--- config.mk ---
export PLATFORM = sky130hd
export DESIGN_NAME = dev_rsp_ctrl
export DESIGN_NICKNAME = d
export VERILOG_FILES = /design/src/rtl/dev_rsp_ctrl.sv
export SDC_FILE = /design/constraint.sdc
export NUM_CORES = 1
export LEC_CHECK = 0
export CORE_ASPECT_RATIO = 0.8
export CORE_MARGIN = 2
export CORE_UTILIZATION = 37
export CTS_CLUSTER_DIAMETER = 60
export DETAILED_ROUTE_END_ITERATION = 10
export GPL_TIMING_DRIVEN = 0
export PLACE_DENSITY_LB_ADDON = 0.2
export SLEW_MARGIN = 20
export SYNTH_ARGS = -nofsm -noshare
export SYNTH_HDL_FRONTEND = slang
export SYNTH_SLANG_ARGS = --single-unit
export TNS_END_PERCENT = 10
--- constraint.sdc ---
create_clock -name clk -period 3.02 [get_ports clk]
set_clock_uncertainty 0.15 [all_clocks]
set_input_delay 0.453 -clock clk [delete_from_list [all_inputs] [get_ports clk]]
set_output_delay 0.453 -clock clk [all_outputs]
set_load 0.01 [all_outputs]
--- src/rtl/dev_rsp_ctrl.sv ---
// Response controller for the peripheral select path: one request at a time, waits on the
// selected device, returns data/error over valid/ready. Optional stall timeout: RSP_TIMEOUT_EN.
module dev_rsp_ctrl #(
   parameter int unsigned     XLEN           = 32,
   parameter int unsigned     TIMEOUT_CYCLES = 256,
   parameter logic [XLEN-1:0] ERR_DATA       = XLEN'(32'hDEAD_BEEF)
) (
   input  logic            clk,
   input  logic            rst,
   input  logic            req_valid,
   output logic            req_ready,
   input  logic            req_we,
   input  logic            boot_dev_sel,
   input  logic            spi_dev_sel,
   input  logic            uart_dev_sel,
   input  logic            gpio_dev_sel,
   input  logic            boot_rdy,
   input  logic            spi_rdy,
   input  logic            uart_rdy,
   input  logic            gpio_rdy,
   input  logic [XLEN-1:0] boot_rdata,
   input  logic [XLEN-1:0] spi_rdata,
   input  logic [XLEN-1:0] uart_rdata,
   input  logic [XLEN-1:0] gpio_rdata,
   output logic            rsp_valid,
   input  logic            rsp_ready,
   output logic [XLEN-1:0] rsp_rdata,
   output logic            rsp_err
);

   typedef enum logic [1:0] {
      S_IDLE = 2'd0,
      S_WAIT = 2'd1,
      S_RESP = 2'd2
   } state_t;

   state_t            r_state;
   logic [3:0]        r_sel;
   logic              r_we;
   logic              r_rsp_valid;
   logic [XLEN-1:0]   r_rsp_rdata;
   logic              r_rsp_err;

   logic [3:0]        w_sel;
   logic              w_sel_onehot;
   logic [3:0]        w_rdy_vec;
   logic              w_rdy;
   logic [XLEN-1:0]   w_rdata_arr   [4];
   logic [XLEN-1:0]   w_masked_arr  [4];
   logic [XLEN-1:0]   w_rdata;

`ifdef RSP_TIMEOUT_EN
   localparam int unsigned       TW   = $clog2(TIMEOUT_CYCLES);
   localparam logic [TW-1:0]     TMAX = TW'(TIMEOUT_CYCLES - 1);
   logic [TW-1:0]                r_timer;
`endif

   assign w_sel        = {gpio_dev_sel, uart_dev_sel, spi_dev_sel, boot_dev_sel};
   assign w_sel_onehot = (w_sel != 4'd0) && ((w_sel & (w_sel - 4'd1)) == 4'd0);
   assign w_rdy_vec    = {gpio_rdy, uart_rdy, spi_rdy, boot_rdy};
   assign w_rdy        = |(w_rdy_vec & r_sel);

   assign w_rdata_arr[0] = boot_rdata;
   assign w_rdata_arr[1] = spi_rdata;
   assign w_rdata_arr[2] = uart_rdata;
   assign w_rdata_arr[3] = gpio_rdata;

   // Only the latched device contributes; unselected read data is masked to zero.
   genvar gi;
   generate
      for (gi = 0; gi < 4; gi++) begin : g_mask
         assign w_masked_arr[gi] = r_sel[gi] ? w_rdata_arr[gi] : '0;
      end
   endgenerate

   always_comb begin
      w_rdata = '0;
      for (int i = 0; i < 4; i++) begin
         w_rdata = w_rdata | w_masked_arr[i];
      end
   end

   assign req_ready = (r_state == S_IDLE);
   assign rsp_valid = r_rsp_valid;
   assign rsp_rdata = r_rsp_rdata;
   assign rsp_err   = r_rsp_err;

   always_ff @(posedge clk) begin
      if (rst) begin
         r_state     <= S_IDLE;
         r_sel       <= 4'd0;
         r_we        <= 1'b0;
         r_rsp_valid <= 1'b0;
         r_rsp_rdata <= '0;
         r_rsp_err   <= 1'b0;
`ifdef RSP_TIMEOUT_EN
         r_timer     <= '0;
`endif
      end else begin
         case (r_state)
            S_IDLE: begin
               if (req_valid) begin
                  r_sel <= w_sel;
                  r_we  <= req_we;
                  if (w_sel_onehot) begin
                     r_state <= S_WAIT;
`ifdef RSP_TIMEOUT_EN
                     r_timer <= '0;
`endif
                  end else begin
                     r_state     <= S_RESP;
                     r_rsp_valid <= 1'b1;
                     r_rsp_err   <= 1'b1;
                     r_rsp_rdata <= ERR_DATA;
                  end
               end
            end
            S_WAIT: begin
               // rdy is checked first so it wins over a coincident timeout.
               if (w_rdy) begin
                  r_state     <= S_RESP;
                  r_rsp_valid <= 1'b1;
                  r_rsp_err   <= 1'b0;
                  r_rsp_rdata <= r_we ? '0 : w_rdata;
               end
`ifdef RSP_TIMEOUT_EN
               else if (r_timer == TMAX) begin
                  r_state     <= S_RESP;
                  r_rsp_valid <= 1'b1;
                  r_rsp_err   <= 1'b1;
                  r_rsp_rdata <= ERR_DATA;
               end else begin
                  r_timer <= r_timer + 1'b1;
               end
`endif
            end
            S_RESP: begin
               if (rsp_ready) begin
                  r_state     <= S_IDLE;
                  r_rsp_valid <= 1'b0;
                  r_rsp_err   <= 1'b0;
               end
            end
            default: begin
               r_state     <= S_IDLE;
               r_rsp_valid <= 1'b0;
               r_rsp_err   <= 1'b0;
            end
         endcase
      end
   end

endmodule

---- Yosys cells after proc, flatten, opt, wreduce, memory -nomap -nowiden ----
Cells that the tools add are included.
storage, ports and cells
  register bits ........................... 41
  logic and storage cells ................. 49
  input port bits ......................... 141
cells by class
  bitwise operators ....................... 5
  muxes and demuxes ....................... 21
  add/sub/neg operators ................... 1
  reduce and logical (&&, ||, !) cells .... 10
  equal/unequal tests ..................... 6
operator list
  operator                                           number
  2-to-1 mux 32 bit                                  8
  bitwise OR 32 bit                                  3
  one-hot mux 32 bit (2 select lines)                1
  bitwise AND 4 bit                                  2
  2-to-1 mux 2 bit                                   4
  != test 2 bit (second input constant)              4
  AND reduction 4 bit                                2
  one-hot mux 1 bit (3 select lines)                 2
  one-hot mux 2 bit (3 select lines)                 1
  2-to-1 mux 1 bit                                   5
  zero test 4 bit                                    1
  nonzero test 4 bit                                 1
  OR reduction 4 bit                                 1
  subtractor 4 x 1 -> 4 bit (second input constant)  1
  AND reduction 3 bit                                1
  == test 2 x 1 -> 1 bit (second input constant)     1
  == test 2 bit (second input constant)              1
  zero test 2 bit                                    1
  AND reduction 2 bit                                1
  nonzero test 2 bit                                 1
  logical AND 1 bit                                  1

---- Logic depth before layout (Yosys ltp) ----
  depth after elaboration ................. 7
  gate-level depth with buffers ........... 7

---- Worst setup path before layout ----
No wires, ideal clock.
  path kind ............................... input port to flip-flop
  start ................................... input port boot_rdy
  end ..................................... register r_rsp_rdata[17] (netlist: rsp_rdata[17])
  buffers on the path ..................... 1
  stages on the path ...................... 5
  slack ................................... 1058 ps
  data required time ...................... 2747 ps
  data arrival time ....................... 1689 ps
  setup time .............................. 123 ps
  cells stage by stage .................... a222oi_1 -> nand4b_1 -> o211ai_2 -> buf_6 -> mux2_1
on the way
  longest elaborated chain between the ends .. 4
ends and longest elaborated chain
  what                           RTL line  RTL
  start: declaration             17        input logic boot_rdy,
  bitwise AND 4 bit              61        assign w_rdy = |(w_rdy_vec & r_sel);
  OR reduction 4 bit             61
  != test 2 bit (no line)        --
  AND reduction 4 bit (no line)  --
  end signal: assignment         124       r_rsp_rdata <= r_we ? '0 : w_rdata;
  end: declaration               41        logic [XLEN-1:0] r_rsp_rdata;
Every way passes these cells.
A chain may end at the register's enable or synchronous reset.

---- Worst setup path after layout ----
  start ................................... input port spi_dev_sel
  end ..................................... register r_rsp_rdata[16] (netlist: rsp_rdata[16])
on the way
  longest elaborated chain between the ends .. 6
ends and longest elaborated chain
  what                             RTL line  RTL
  start: declaration               14        input logic spi_dev_sel,
  subtractor 4 x 1 -> 4 bit        59        assign w_sel_onehot = (w_sel != 4'd0) && ((w_sel & (w_sel - 4'd1)) == 4'd0);
  bitwise AND 4 bit                59
  zero test 4 bit                  59
  logical AND 1 bit *              59
  != test 2 bit (no line) *        --
  AND reduction 4 bit (no line) *  --
Every way passes the cells marked *; elsewhere a longest branch is shown, timed or not.

==> impl_metrics.csv <==
group,metric,value,unit
route,ant_nets,0,
logic_synthesis,yosys.area.top_type_share,0.3489,
pwr,p_int,1.256,mW
floorplan,coreArea,6037,um^2
worst_setup_path,path_max_fanout,10,
logic_synthesis,syn_area,2352,um^2
sta,rsz0062_at_grt,"false",
pwr,powerDensity,428.6,nW/um^2
logic_synthesis,yosys.area.top_type,"dfxtp_1",
run_status,status,"finished clean",
pwr,p_leak,1.545,nW
clock_network,cts_buffer_depth,2,
worst_setup_path,start_kind,"input port",
route,routed-wl-met2,4459,um
global_routing,grt_max_degree,12,
clock_network,cts_made_buffers,5,
placed_design,post-place-ws,0.3158,ns
logic_synthesis,synth-async-reset-ratio,0,
logic_synthesis,synth_cell_type_count,31,
placed_design,place_hpwl,7102,um
placed_design,gp_congestion,0.7690,
sta,tightestPinTransition,0.5441,ns
worst_setup_path,crit_chain,"clkdlybuf4s50_1 > xor2_1 > a211oi_1 > o211ai_2 > buf_2 > a211oi_1",
clock_network,cts_tree,"done",
pwr,seqPwrFrac,0.364,
route,wl,9086,um
cells_and_area,fill_cells,515,
sta,finalHoldViolCount,0,
cells_and_area,final_core_util,0.7109,
clock_network,h-tree-depth,2,
cells_and_area,drive_gt1_frac,0.03782,
floorplan,dieHeight,75.32,um
clock_network,postCtsHoldBufs,0,
cells_and_area,syn2layout_area_growth,82.45,%
job,max_cap_viol_count,0,
placed_design,port_buffers,175,
worst_setup_path,path_common_cell,"a211oi_1",
route,drt-met1-wl,3556,um
worst_hold_path,hp-class,"reg -> reg",
sta,fin_ws,0.6172,ns
sta,fin_setup_tns,0,ns
cells_and_area,finalNonFillerCells,557,
worst_setup_path,end_kind,"flop",
sta,max_freq,416.2,MHz
worst_setup_path,crit_arrival,2.44,ns
global_routing,grt_pass1_vias,2947,
clock_network,clock_sink_count,41,
global_routing,grt_pass1_wl,13750,um
route,drc,0,
pwr,combPwrFrac,0.438,
placed_design,numPlacedInstances,550,
global_routing,antenna_found_initial,0,
pwr,p_sw_frac,0.3172,
route,dr.first_iter.drc_count,127,
global_routing,gr-usage-all-layers,0.2513,
logic_synthesis,yosysWarnings,0,
floorplan,initial_core_util,0.3896,
floorplan,ios,176,
clock_network,clockRootBuffer,"clkbuf_8",
logic_synthesis,synth_area_per_cell,8.001,um^2
route,vias_per_cell,5.420,
pwr,finalPower,1.839,mW
logic_synthesis,synth_edf_count,0,
clock_network,post_cts_buffers,0,
cells_and_area,antenna_cells,0,
pwr,switchingPower,583.4,uW
global_routing,grt_remaining_overflow,0,
route,vias,3019,
worst_setup_path,critPathBufInv,2,
worst_setup_path,crit_type,"in -> reg",
logic_synthesis,synth_seq_cells,41,
logic_synthesis,syn_inst,294,
floorplan,fp.dieW,93.15,um
worst_setup_path,required,3.06,ns
route,routed-wl-met3,904,um
floorplan,dieArea,7015,um^2
route,wl_per_cell,16.31,um
clock_network,clk_latency,0.29,ns
cells_and_area,nets,617,
sta,relSlewSlack,0.6373,
logic_synthesis,syn_nets,435,
clock_network,cts_resized,0,
route,first_pass_iters,4,
pwr,max-vdd-ir-drop,233.5,uV
clock_network,path_clk_slew,0.07,ns
worst_setup_path,crit_slowest_cell,"clkdlybuf4s50_1",
sta,min_period_over_period,0.7956,
sta,setup_viol,0,
pwr,power.share.clock,0.198,
logic_synthesis,synth.area.top_cells,"dfxtp_1 (35%), a22oi_1 (20%), a211oi_1 (8.3%), a21oi_1 (7.0%), nor2_1 (5.1%)",
logic_synthesis,synth.yosys.seq_area_share,0.3489,
worst_setup_path,slowest_delay,0.49,ns
sta,min_period,2.403,ns
logic_synthesis,synth_flop_cell,"dfxtp_1",
worst_setup_path,crit_family,"compound AO/OA/AOI/OAI gates",
sta,slew_violations,0,
floorplan,placementRows,25,
route,top_layer,"met4",
-- worst paths after layout --
| check | depth (start not counted) | startpoint | to | slack [ns] |
|---|---|---|---|---|
| worst min register to register | 2 | rsp_rdata[31]$_SDFFE_PP0P_ | rsp_rdata[31]$_SDFFE_PP0P_ | 0.30 |
| worst min-delay path | 2 | rsp_rdata[31]$_SDFFE_PP0P_ | rsp_rdata[31]$_SDFFE_PP0P_ | 0.30 |
| worst max register to register | 6 | r_sel[3]$_SDFFE_PP0P_ | rsp_rdata[24]$_SDFFE_PP0P_ | 0.79 |
| worst max-delay path | 6 | spi_dev_sel | rsp_rdata[16]$_SDFFE_PP0P_ | 0.62 |
-- power by group through the flow --
| stage | combinational, mW | sequential (mW) | clock (mW) |
|---|---|---|---|
| floorplan | 0.335 | 0.711 | 0 |
| global placement | 0.790 | 0.676 | 0 |
| detailed placement | 0.804 | 0.680 | 0 |
| CTS | 0.807 | 0.669 | 0.370 |
| global route | 0.870 | 0.678 | 0.390 |
| finish | 0.806 | 0.669 | 0.364 |
-- through the flow --
stage	hold WS (ns)	cell area, um^2
5_1_grt	0.3218	4292
2_1_floorplan	0.3245	2352
3_5_place_dp	0.2911	4205
3_3_place_gp	0.2898	4205
4_1_cts	0.3050	4292
6_report	0.3042	4292
-- logic make-up after synthesis --
kind of cell / Yosys count / synth area share
xor gates and xnor gates: 1 / 0.003724
DFF: 41 / 0.3489
muxes: 13 / 0.05957
AOI/OAI and AO/OA: 131 / 0.3872
buffers and inverters: 57 / 0.09734
and+or+nand+nor: 51 / 0.1032
-- registers in the layout (all words and copies together), names as in the netlist --
register   cells
r_we           1
r_sel          4
rsp_rdata     32
r_state        2
rsp_err        1
rsp_valid      1
-- final cells by class --
type	instances	area (um^2)	share of cell area
inverters	26	97.59	0.02274
clock buffers	7	86.33	0.02012
flip-flops and latches	41	820.8	0.1913
well taps	81	101.3	0.02362
plain buffers	31	131.4	0.03061
repair buffers	175	1752	0.4082
multi-input cells	196	1303	0.3035
-- placed cells by master, fill, tap and decap left out --
| cell | synthesis | routed |
|---|---|---|
| o211ai_1 | 1 | 1 |
| inv_1 | 26 | 26 |
| o211ai_2 | 1 | 1 |
| buf_1 | 1 | 1 |
| or2_2 | 1 | 1 |
| mux2_1 | 5 | 5 |
| a221oi_1 | 1 | 1 |
| clkbuf_1 | 23 | 24 |
| a211oi_1 | 26 | 26 |
| clkbuf_8 | 0 | 6 |
| nand4b_1 | 1 | 1 |
| nand2b_1 | 1 | 1 |
| a311oi_1 | 1 | 1 |
| dfxtp_1 | 41 | 41 |
| clkdlybuf4s50_1 | 0 | 175 |
| buf_6 | 1 | 1 |
| buf_2 | 6 | 6 |
| nand2_1 | 2 | 2 |
| a21oi_1 | 33 | 33 |
| nor2_1 | 32 | 32 |
| a222oi_1 | 1 | 1 |
| a211o_1 | 1 | 1 |
| nor2b_1 | 9 | 9 |
| and2_1 | 1 | 1 |
| nor3b_1 | 1 | 1 |
| a22oi_1 | 64 | 64 |
| mux2_2 | 3 | 3 |
| a31oi_1 | 1 | 1 |
| a21o_1 | 1 | 1 |
| mux2i_1 | 5 | 5 |
| or3_1 | 1 | 1 |
| xor2_1 | 1 | 1 |
| nor4b_1 | 2 | 2 |
-- synthesized netlist by cell type (all sizes together) (2+ instances only) --
cell type and number:
a211oi 26, clkbuf 23, o211ai 2, mux2 8
mux2i 5, nor2b 9, dfxtp 41, nor2 32
nor4b 2, inv 26, a22oi 64, a21oi 33
nand2 2, buf 8
-- tightest hold or removal path: stages, from the launching register on --
cell	delay (ns)
dfxtp_1	0.31
inv_1	0.05
a211oi_1	0.05
-- layer usage --
| metal | vias up | GRT usage |
|---|---|---|
| li1 | 1444 | - |
| met1 | 1409 | 0.2773 |
| met2 | 148 | 0.4718 |
| met3 | 18 | 0.08012 |
| met4 | 0 | 0.07680 |
| met5 | - | 0 |
Note: power is estimated with default switching activity, not from simulation.
